**src/rtl/fb_vga_reader.sv**
```systemverilog
// -----------------------------------------------------------------------------
// fb_vga_reader
//
// Purpose:
//   Three-stage read pipeline that turns VGA scan coordinates into pixels
//   fetched from a single-port RAM frame buffer. The stored image is
//   160x120 pixels at 6 bits each, packed 2 pixels per 16-bit word. Each
//   stored pixel is shown as a 4x4 block on the 640x480 display.
//
//   Stage 1 registers the word address and the side-band bits.
//   Stage 2 is the RAM read cycle; it forwards the side-band bits.
//   Stage 3 picks the pixel (or test bar, or blank) and registers the
//   outputs. Input to output latency is exactly 3 clocks for every signal.
//
// Ports:
//   clk_25MHz    in   pixel clock, all registers use its rising edge
//   rst_n        in   synchronous active-low reset
//   valid        in   active-area flag, aligned with row/col
//   row, col     in   display coordinates (10 bits each)
//   hsync_in     in   raw HSYNC from the timing generator
//   vsync_in     in   raw VSYNC from the timing generator
//   test_mode    in   1 = show colour bars instead of RAM data
//   spram_do     in   RAM read data, pixel A [5:0], pixel B [13:8]
//   spram_ad     out  RAM word address (the RAM is only ever read)
//   RGB          out  pixel colour {R[1:0],G[1:0],B[1:0]}
//   VGA_HSYNC    out  hsync_in delayed by 3 clocks
//   VGA_VSYNC    out  vsync_in delayed by 3 clocks
//   frame_start  out  one-clock pulse with the pixel at row 0, col 0
// -----------------------------------------------------------------------------
module fb_vga_reader #(
   parameter int unsigned LINE_WORDS = 80,
   parameter int unsigned IMG_ROWS   = 120,
   parameter logic [5:0]  BLANK_RGB  = 6'b000000
) (
   input  logic        clk_25MHz,
   input  logic        rst_n,
   input  logic        valid,
   input  logic [9:0]  row,
   input  logic [9:0]  col,
   input  logic        hsync_in,
   input  logic        vsync_in,
   input  logic        test_mode,
   input  logic [15:0] spram_do,
   output logic [13:0] spram_ad,
   output logic [5:0]  RGB,
   output logic        VGA_HSYNC,
   output logic        VGA_VSYNC,
   output logic        frame_start
);

   // Last valid word of the stored image; addresses for rows below the
   // image are clamped here.
   localparam logic [13:0] AD_MAX  = 14'(IMG_ROWS * LINE_WORDS - 1);
   // Line length as a bit vector so the multiply unrolls into shift-adds.
   localparam logic [15:0] LW_BITS = 16'(LINE_WORDS);

   // Side-band bits that travel with each pixel through stages 1 and 2.
   typedef struct packed {
      logic       valid;     // pixel is in the active area
      logic       oob;       // row lies below the stored image
      logic       pix_sel;   // col[2]: 0 = pixel A, 1 = pixel B
      logic [1:0] bar;       // col[8:7]: colour-bar index
      logic       test_mode;
      logic       hsync;
      logic       vsync;
      logic       first;     // row 0, col 0 of an active frame
   } side_t;

   // Syncs idle high, everything else idles low.
   localparam side_t SIDE_RST = '{
      valid:     1'b0,
      oob:       1'b0,
      pix_sel:   1'b0,
      bar:       2'b00,
      test_mode: 1'b0,
      hsync:     1'b1,
      vsync:     1'b1,
      first:     1'b0
   };

   // ---------------------------------------------------------------------
   // Stage 1: address generation
   // ---------------------------------------------------------------------
   logic [7:0]  line;
   logic [13:0] line_base;
   logic [13:0] word_ad;
   logic        oob;
   logic [13:0] ad_d, ad_q;
   side_t       s1_d, s1_q;

   always_comb begin
      // NOTE: every signal written in an always_comb gets a default first,
      // so no path through the block can leave it unassigned and infer a latch.
      line      = row[9:2];
      line_base = '0;
      // line * LINE_WORDS as a sum of shifted copies of line, one per set
      // bit of the constant; the unused terms fold away at elaboration.
      for (int i = 0; i < 16; i++) begin
         if (LW_BITS[i]) begin
            line_base = line_base + (14'(line) << i);
         end
      end
      word_ad = line_base + 14'(col[9:3]);
      oob     = (32'(line) >= IMG_ROWS);

      // The address only moves in the active area so the RAM address bus
      // stays quiet during blanking.
      ad_d = ad_q;
      if (valid) begin
         ad_d = oob ? AD_MAX : word_ad;
      end

      s1_d.valid     = valid;
      s1_d.oob       = oob;
      s1_d.pix_sel   = col[2];
      s1_d.bar       = col[8:7];
      s1_d.test_mode = test_mode;
      s1_d.hsync     = hsync_in;
      s1_d.vsync     = vsync_in;
      s1_d.first     = valid && (row == 10'd0) && (col == 10'd0);
   end

   // ---------------------------------------------------------------------
   // Stage 2: RAM read cycle; side-band is carried unchanged.
   // Stage 3: pixel select and output registers.
   // ---------------------------------------------------------------------
   side_t      s2_q;
   logic [5:0] rgb_d, rgb_q;
   logic       hs_q, vs_q, fs_q;

   always_comb begin
      rgb_d = BLANK_RGB;
      // Out-of-image rows blank even in test mode so the border below the
      // stored picture looks the same in both modes.
      if (s2_q.valid && !s2_q.oob) begin
         if (s2_q.test_mode) begin
            rgb_d = {3{s2_q.bar}};
         end else begin
            rgb_d = s2_q.pix_sel ? spram_do[13:8] : spram_do[5:0];
         end
      end
   end

   always_ff @(posedge clk_25MHz) begin
      // NOTE: state is updated with non-blocking assignments so every
      // stage samples the value its predecessor held before this edge.
      if (!rst_n) begin
         // Clearing every stage (not just the outputs) flushes in-flight
         // pixels, so nothing stale appears after reset is released.
         ad_q  <= '0;
         s1_q  <= SIDE_RST;
         s2_q  <= SIDE_RST;
         rgb_q <= BLANK_RGB;
         hs_q  <= 1'b1;
         vs_q  <= 1'b1;
         fs_q  <= 1'b0;
      end else begin
         ad_q  <= ad_d;
         s1_q  <= s1_d;
         s2_q  <= s1_q;
         rgb_q <= rgb_d;
         hs_q  <= s2_q.hsync;
         vs_q  <= s2_q.vsync;
         fs_q  <= s2_q.first;
      end
   end

   assign spram_ad    = ad_q;
   assign RGB         = rgb_q;
   assign VGA_HSYNC   = hs_q;
   assign VGA_VSYNC   = vs_q;
   assign frame_start = fs_q;

   // Sub-block coordinate bits and the spare RAM data bits carry no
   // information for this block.
   logic unused_bits;
   assign unused_bits = ^{row[1:0], col[1:0], spram_do[15:14], spram_do[7:6]};

endmodule

```
**config.mk**
```make
export PLATFORM = sky130hd
export DESIGN_NAME = fb_vga_reader
export DESIGN_NICKNAME = d
export VERILOG_FILES = /design/src/rtl/fb_vga_reader.sv
export SDC_FILE = /design/constraint.sdc
export NUM_CORES = 1
export LEC_CHECK = 0
export ABC_AREA = 1
export CORE_ASPECT_RATIO = 0.5
export CORE_MARGIN = 2
export CORE_UTILIZATION = 49
export DETAILED_ROUTE_END_ITERATION = 8
export GPL_TIMING_DRIVEN = 0
export PLACE_DENSITY = 0.85
export SYNTH_ARGS = -nofsm -noshare
export SYNTH_HDL_FRONTEND = slang
export SYNTH_SLANG_ARGS = --single-unit
export TNS_END_PERCENT = 5
```
**constraint.sdc**
```tcl
create_clock -name clk_25MHz -period 4.2 [get_ports clk_25MHz]
set_input_delay 1.26 -clock clk_25MHz [delete_from_list [all_inputs] [get_ports clk_25MHz]]
set_output_delay 1.26 -clock clk_25MHz [all_outputs]
set_load 0.02 [all_outputs]
```
* Yosys cells after proc, flatten, opt, wreduce, memory -nomap -nowiden
Index checks and enable logic that the tools add are counted.
** Storage, ports and cells
- Register bits after elaboration :: 41
- Bits in read-only memories :: 0
- RAM bits :: 0
- Bits of input ports :: 42
- Memories kept :: 0
- Bits in latches :: 0
- Output and inout port bits :: 23
** Cells by class
- Bitwise logic cells :: 0
- Shift operators :: 0
- Add/subtract/negate cells :: 2
- Div/mod/pow operators :: 0
- Magnitude comparators :: 1
- Mux-type cells :: 3
- $mul :: 0
- Eq/ne operators :: 0
- Reductions and logical operators :: 7
** Operator list (number)
- 10-bit zero test :: 2
- 12-bit by 14-bit adder with 14-bit output :: 1
- 14-bit by 7-bit adder with 14-bit output :: 1
- 14-bit 2-to-1 mux :: 1
- 6-bit 2-to-1 mux :: 2
- 8-bit by 7-bit >= comparator with 1-bit output (second input constant) :: 1
- 1-bit logical AND :: 3
- 2-bit AND reduction :: 1
- 1-bit zero test :: 1

* Logic depth before layout (Yosys ltp)
- Depth in word-level cells :: 3
- Depth in mapped cells :: 12
- Gate-level depth less buffers :: 12

* Least setup slack after synthesis
Ideal clock, no wire load.
- Kind :: input to register
- Start point :: in row[2]
- End point :: reg ad_q[9], in the netlist spram_ad[9]
- Data arrival time :: 2.785 ns
- Path buffers :: 0
- Setup time :: 0.066 ns
- Path slack :: 1.349 ns
- Data required time :: 4.134 ns
- Stages on the path :: 7
- Cell sequence :: inv_1 fa_1 fa_1 o21ai_2 xor2_1 nand2_1 a21oi_2
** On the way
- Longest elaborated chain between the ends :: 3
- Elaborated cells between the ends (all ways) :: 4
** Ends and longest elaborated chain
- start, declared :: line 38 : input logic [9:0] row,
- 12-bit by 14-bit adder with 14-bit output :: line 100 : line_base = line_base + (14'(line) << i);
- 14-bit by 7-bit adder with 14-bit output :: line 103 : word_ad = line_base + 14'(col[9:3]);
- 14-bit 2-to-1 mux (*) :: line 110 : ad_d = oob ? AD_MAX : word_ad;
- end signal, assigned :: line 150 : ad_q <= '0;
- end signal, assigned :: line 158 : ad_q <= ad_d;
- end, declared :: line 88 : logic [13:0] ad_d, ad_q;
Every way passes the cells marked *; elsewhere a longest branch is shown, timed or not.
A chain may end at the register's enable or synchronous reset.

* Worst setup path after layout
- Start point :: in row[2]
- End point :: reg ad_q[12], in the netlist spram_ad[12]
The elaborated chain is that of the path after synthesis.

==> results.json <==
{
  "status": "completed",
  "grtUsageTotal_pct": 21.06,
  "critical_path_class": "in -> reg",
  "ys_ff_latch": 41,
  "vias": 1766,
  "clk_latency_ns": 0.29,
  "hpwl_mm": 3.294,
  "ctsHoldBuffers": 0,
  "firstDrtPassIters": 4,
  "clock-sinks": 41,
  "grt_antenna_before_repair": 0,
  "setup_viol": 0,
  "timing.critical_path.mode_cell": "nand2_1",
  "ctsResizeCount": 0,
  "grt_pass1_vias": 1678,
  "critical-path-slowest-cell": "fa_1",
  "viasPerCell": 4.697,
  "cpPeakStageDelay_ns": 0.59,
  "port_buffers": 59,
  "cts.clk_slew.worst_paths_ns": 0.08,
  "ant_nets": 0,
  "syn_area_per_cell_um2": 7.600,
  "synth_cells": 255,
  "cp_max_fo": 3,
  "hold_class": "reg -> reg",
  "start_kind": "primary input",
  "ys_types": 29,
  "netlist_area_um2": 1938,
  "drive_gt1_share_pct": 8.385,
  "synth_nets": 314,
  "overflow": 0,
  "crit_chain": "clkdlybuf4s50_1 -> inv_1 -> fa_1 -> inv_1 -> ha_1 -> nand3_1 -> nand2_1 -> nand2_1 -> nand2_1 -> nand2_1 -> nand3_1 -> a21oi_1",
  "fin_crit_sh_pct": 77.07,
  "dp.cells": 368,
  "initial_core_util_pct": 50.42,
  "finClkSkew_ns": 0.0007560,
  "gp_congestion": 0.8177,
  "max_cap_viol_count": 0,
  "seq_area_frac_synth_pct": 42.35,
  "cts_buffers": 5,
  "hold_viol": 0,
  "die_w_um": 92.94,
  "max_freq_mhz": 309.0,
  "cts_tree": "done",
  "fin_tns_setup_ns": 0,
  "cp.required_ns": 4.43,
  "report.final.slew_viol_count": 0,
  "clock_path_buffers": 2,
  "routed_wl_mm": 4.296,
  "cp-end-kind": "flip-flop",
  "fp.coreArea_um2": 3844,
  "row_count": 16,
  "power.leakage_nw": 1.337,
  "ios": 65,
  "power_density_nw_per_um2": 351.0,
  "final_cell_count_no_fill": 376,
  "fin_crit_ns": 3.237,
  "ir_worst_vdd_uv": 175.0,
  "syn_to_final_growth_pct": 40.16,
  "die_h_um": 48.47,
  "drtIter0Drc": 73,
  "rsz0062_at_grt": "false",
  "hold-worst-slack_ns": 0.4144,
  "nets": 380,
  "maxSlewHeadroom_pct": 77.56,
  "root_buffer": "clkbuf_8",
  "wl_per_cell_um": 11.43,
  "postCtsSetupBuffers": 0,
  "grt_max_degree": 14,
  "die_area_um2": 4505,
  "htree_levels": 2,
  "cp.arrival_ns": 3.47,
  "num_antenna_cells": 0,
  "ys_warn_count": 0,
  "max_slew.worst_pin.slew_ns": 0.3365,
  "drc": 0,
  "grt_pass1_wl_mm": 7.534
}
==> cells in the mapped netlist <==
| cell type | instances | area share, % |
|---|---|---|
| xnor2_1 | 1 | 0.45 |
| o21ai_2 | 1 | 0.45 |
| o21ai_0 | 7 | 1.8 |
| nor4_1 | 1 | 0.32 |
| o211ai_1 | 2 | 0.77 |
| ha_1 | 15 | 9.7 |
| nor3_1 | 1 | 0.26 |
| nor2_8 | 1 | 1.0 |
| o31ai_1 | 1 | 0.39 |
| or2_2 | 6 | 1.9 |
| o21ai_4 | 1 | 0.84 |
| fa_1 | 2 | 2.1 |
| xor2_1 | 1 | 0.45 |
| inv_1 | 44 | 8.5 |
| nand2_1 | 48 | 9.3 |
| a21oi_1 | 14 | 3.6 |
| nand3_1 | 10 | 2.6 |
| dfxtp_1 | 41 | 42 |
| inv_2 | 4 | 0.77 |
| nand3b_1 | 1 | 0.39 |
| a21oi_2 | 1 | 0.45 |
| clkbuf_1 | 1 | 0.19 |
| o21ai_1 | 6 | 1.5 |
| buf_2 | 4 | 1.0 |
| and3_1 | 1 | 0.32 |
| nand4_1 | 3 | 0.97 |
| nor2_1 | 35 | 6.8 |
| o21bai_1 | 1 | 0.39 |
| nand2_2 | 1 | 0.32 |
==> where the power goes <==
| group | internal (W) | switching (W) | total [W] |
|---|---|---|---|
| Clock | 0.000193 | 0.000137 | 0.000330 |
| Sequential | 0.000408 | 0.00000780 | 0.000416 |
| Combinational | 0.0000984 | 0.000109 | 0.000207 |
| Total | 0.000700 | 0.000254 | 0.000953 |
==> metal layers <==
layer | track usage (%) | wire length (um) | part of all wire [%] | up-vias
met3 | 6.075 | 199 | 4.6 | 5
li1 | - | - | - | 924
met4 | 6.127 | 44 | 1.0 | 0
met2 | 38.16 | 2189 | 51 | 39
met1 | 24.33 | 1862 | 43 | 798
met5 | 0 | 0 | 0 | -
==> registers in the layout, indices dropped and copies added (netlist names) <==
name and flops:
VGA_VSYNC 1, VGA_HSYNC 1, spram_ad 14, RGB 6
s2_q 9, s1_q 9, frame_start 1
==> area by class of cell <==
cell class	count	area [um^2]
Multi-Input combinational cell	161	913.4
Fill cell	301	1127
Sequential cell	41	820.8
Inverter	48	180.2
Clock inverter	2	37.54
Timing Repair Buffer	59	590.6
Buffer	5	23.77
Tap cell	54	67.56
Clock buffer	6	82.58
==> through the flow <==
step                      setup WS (ns)  util, %  power [W]  instance area (um^2)
after floorplan                   1.349        -  0.0005426                  1938
after global placement           0.7195    67.55  0.0006224                  2596
after detailed placement         0.6975    67.55  0.0006295                  2596
after CTS                        0.9859    70.67  0.0009550                  2716
after global routing             0.8161    70.67   0.001002                  2716
final                            0.9632    70.67  0.0009534                  2716
==> worst max-delay path: cells and delay by family <==
family          cells  cell delay (ns)
fa+ha+maj           2             0.89
buf+inv             3             0.66
simple gates        6             0.54
compound gates      1             0.13
==> kinds of logic (layout without fill, tap and decap cells) <==
kind of cell / after synthesis / count (layout) / synth area share (%)
xor gates and xnor gates: 2 / 2 / 0.9040
and+or+nand+nor: 108 / 108 / 24.21
DFF: 41 / 41 / 42.35
buffers and inverters: 53 / 120 / 10.52
AOI/OAI and AO/OA: 34 / 34 / 10.27
adders and majority gates: 17 / 17 / 11.75
==> worst paths after layout <==
check,from,endpoint,slack [ns],cells after the start
worst max register to register,s2_q[3],RGB[1],3.23,3
worst max-delay path,row[2],spram_ad[12],0.96,12
worst min register to register,s1_q[2],s2_q[2],0.41,1
worst min-delay path,s1_q[2],s2_q[2],0.41,1
==> layout by cell type, fill, tap and decap left out <==
cell	instances
inv_2	4
ha_1	15
or2_2	6
inv_1	44
xnor2_1	1
o21bai_1	1
nand2_1	48
nor2_1	35
buf_2	4
nor2_8	1
o21ai_2	1
o21ai_1	6
clkinvlp_4	1
nor3_1	1
o21ai_0	7
o31ai_1	1
clkdlybuf4s50_1	59
a21oi_1	14
o21ai_4	1
nand4_1	3
nand3b_1	1
fa_1	2
a21oi_2	1
and3_1	1
clkbuf_1	1
bufinv_16	1
nand2_2	1
clkbuf_8	6
dfxtp_1	41
nor4_1	1
xor2_1	1
nand3_1	10
o211ai_1	2
Power figures use the tool's default switching activity.
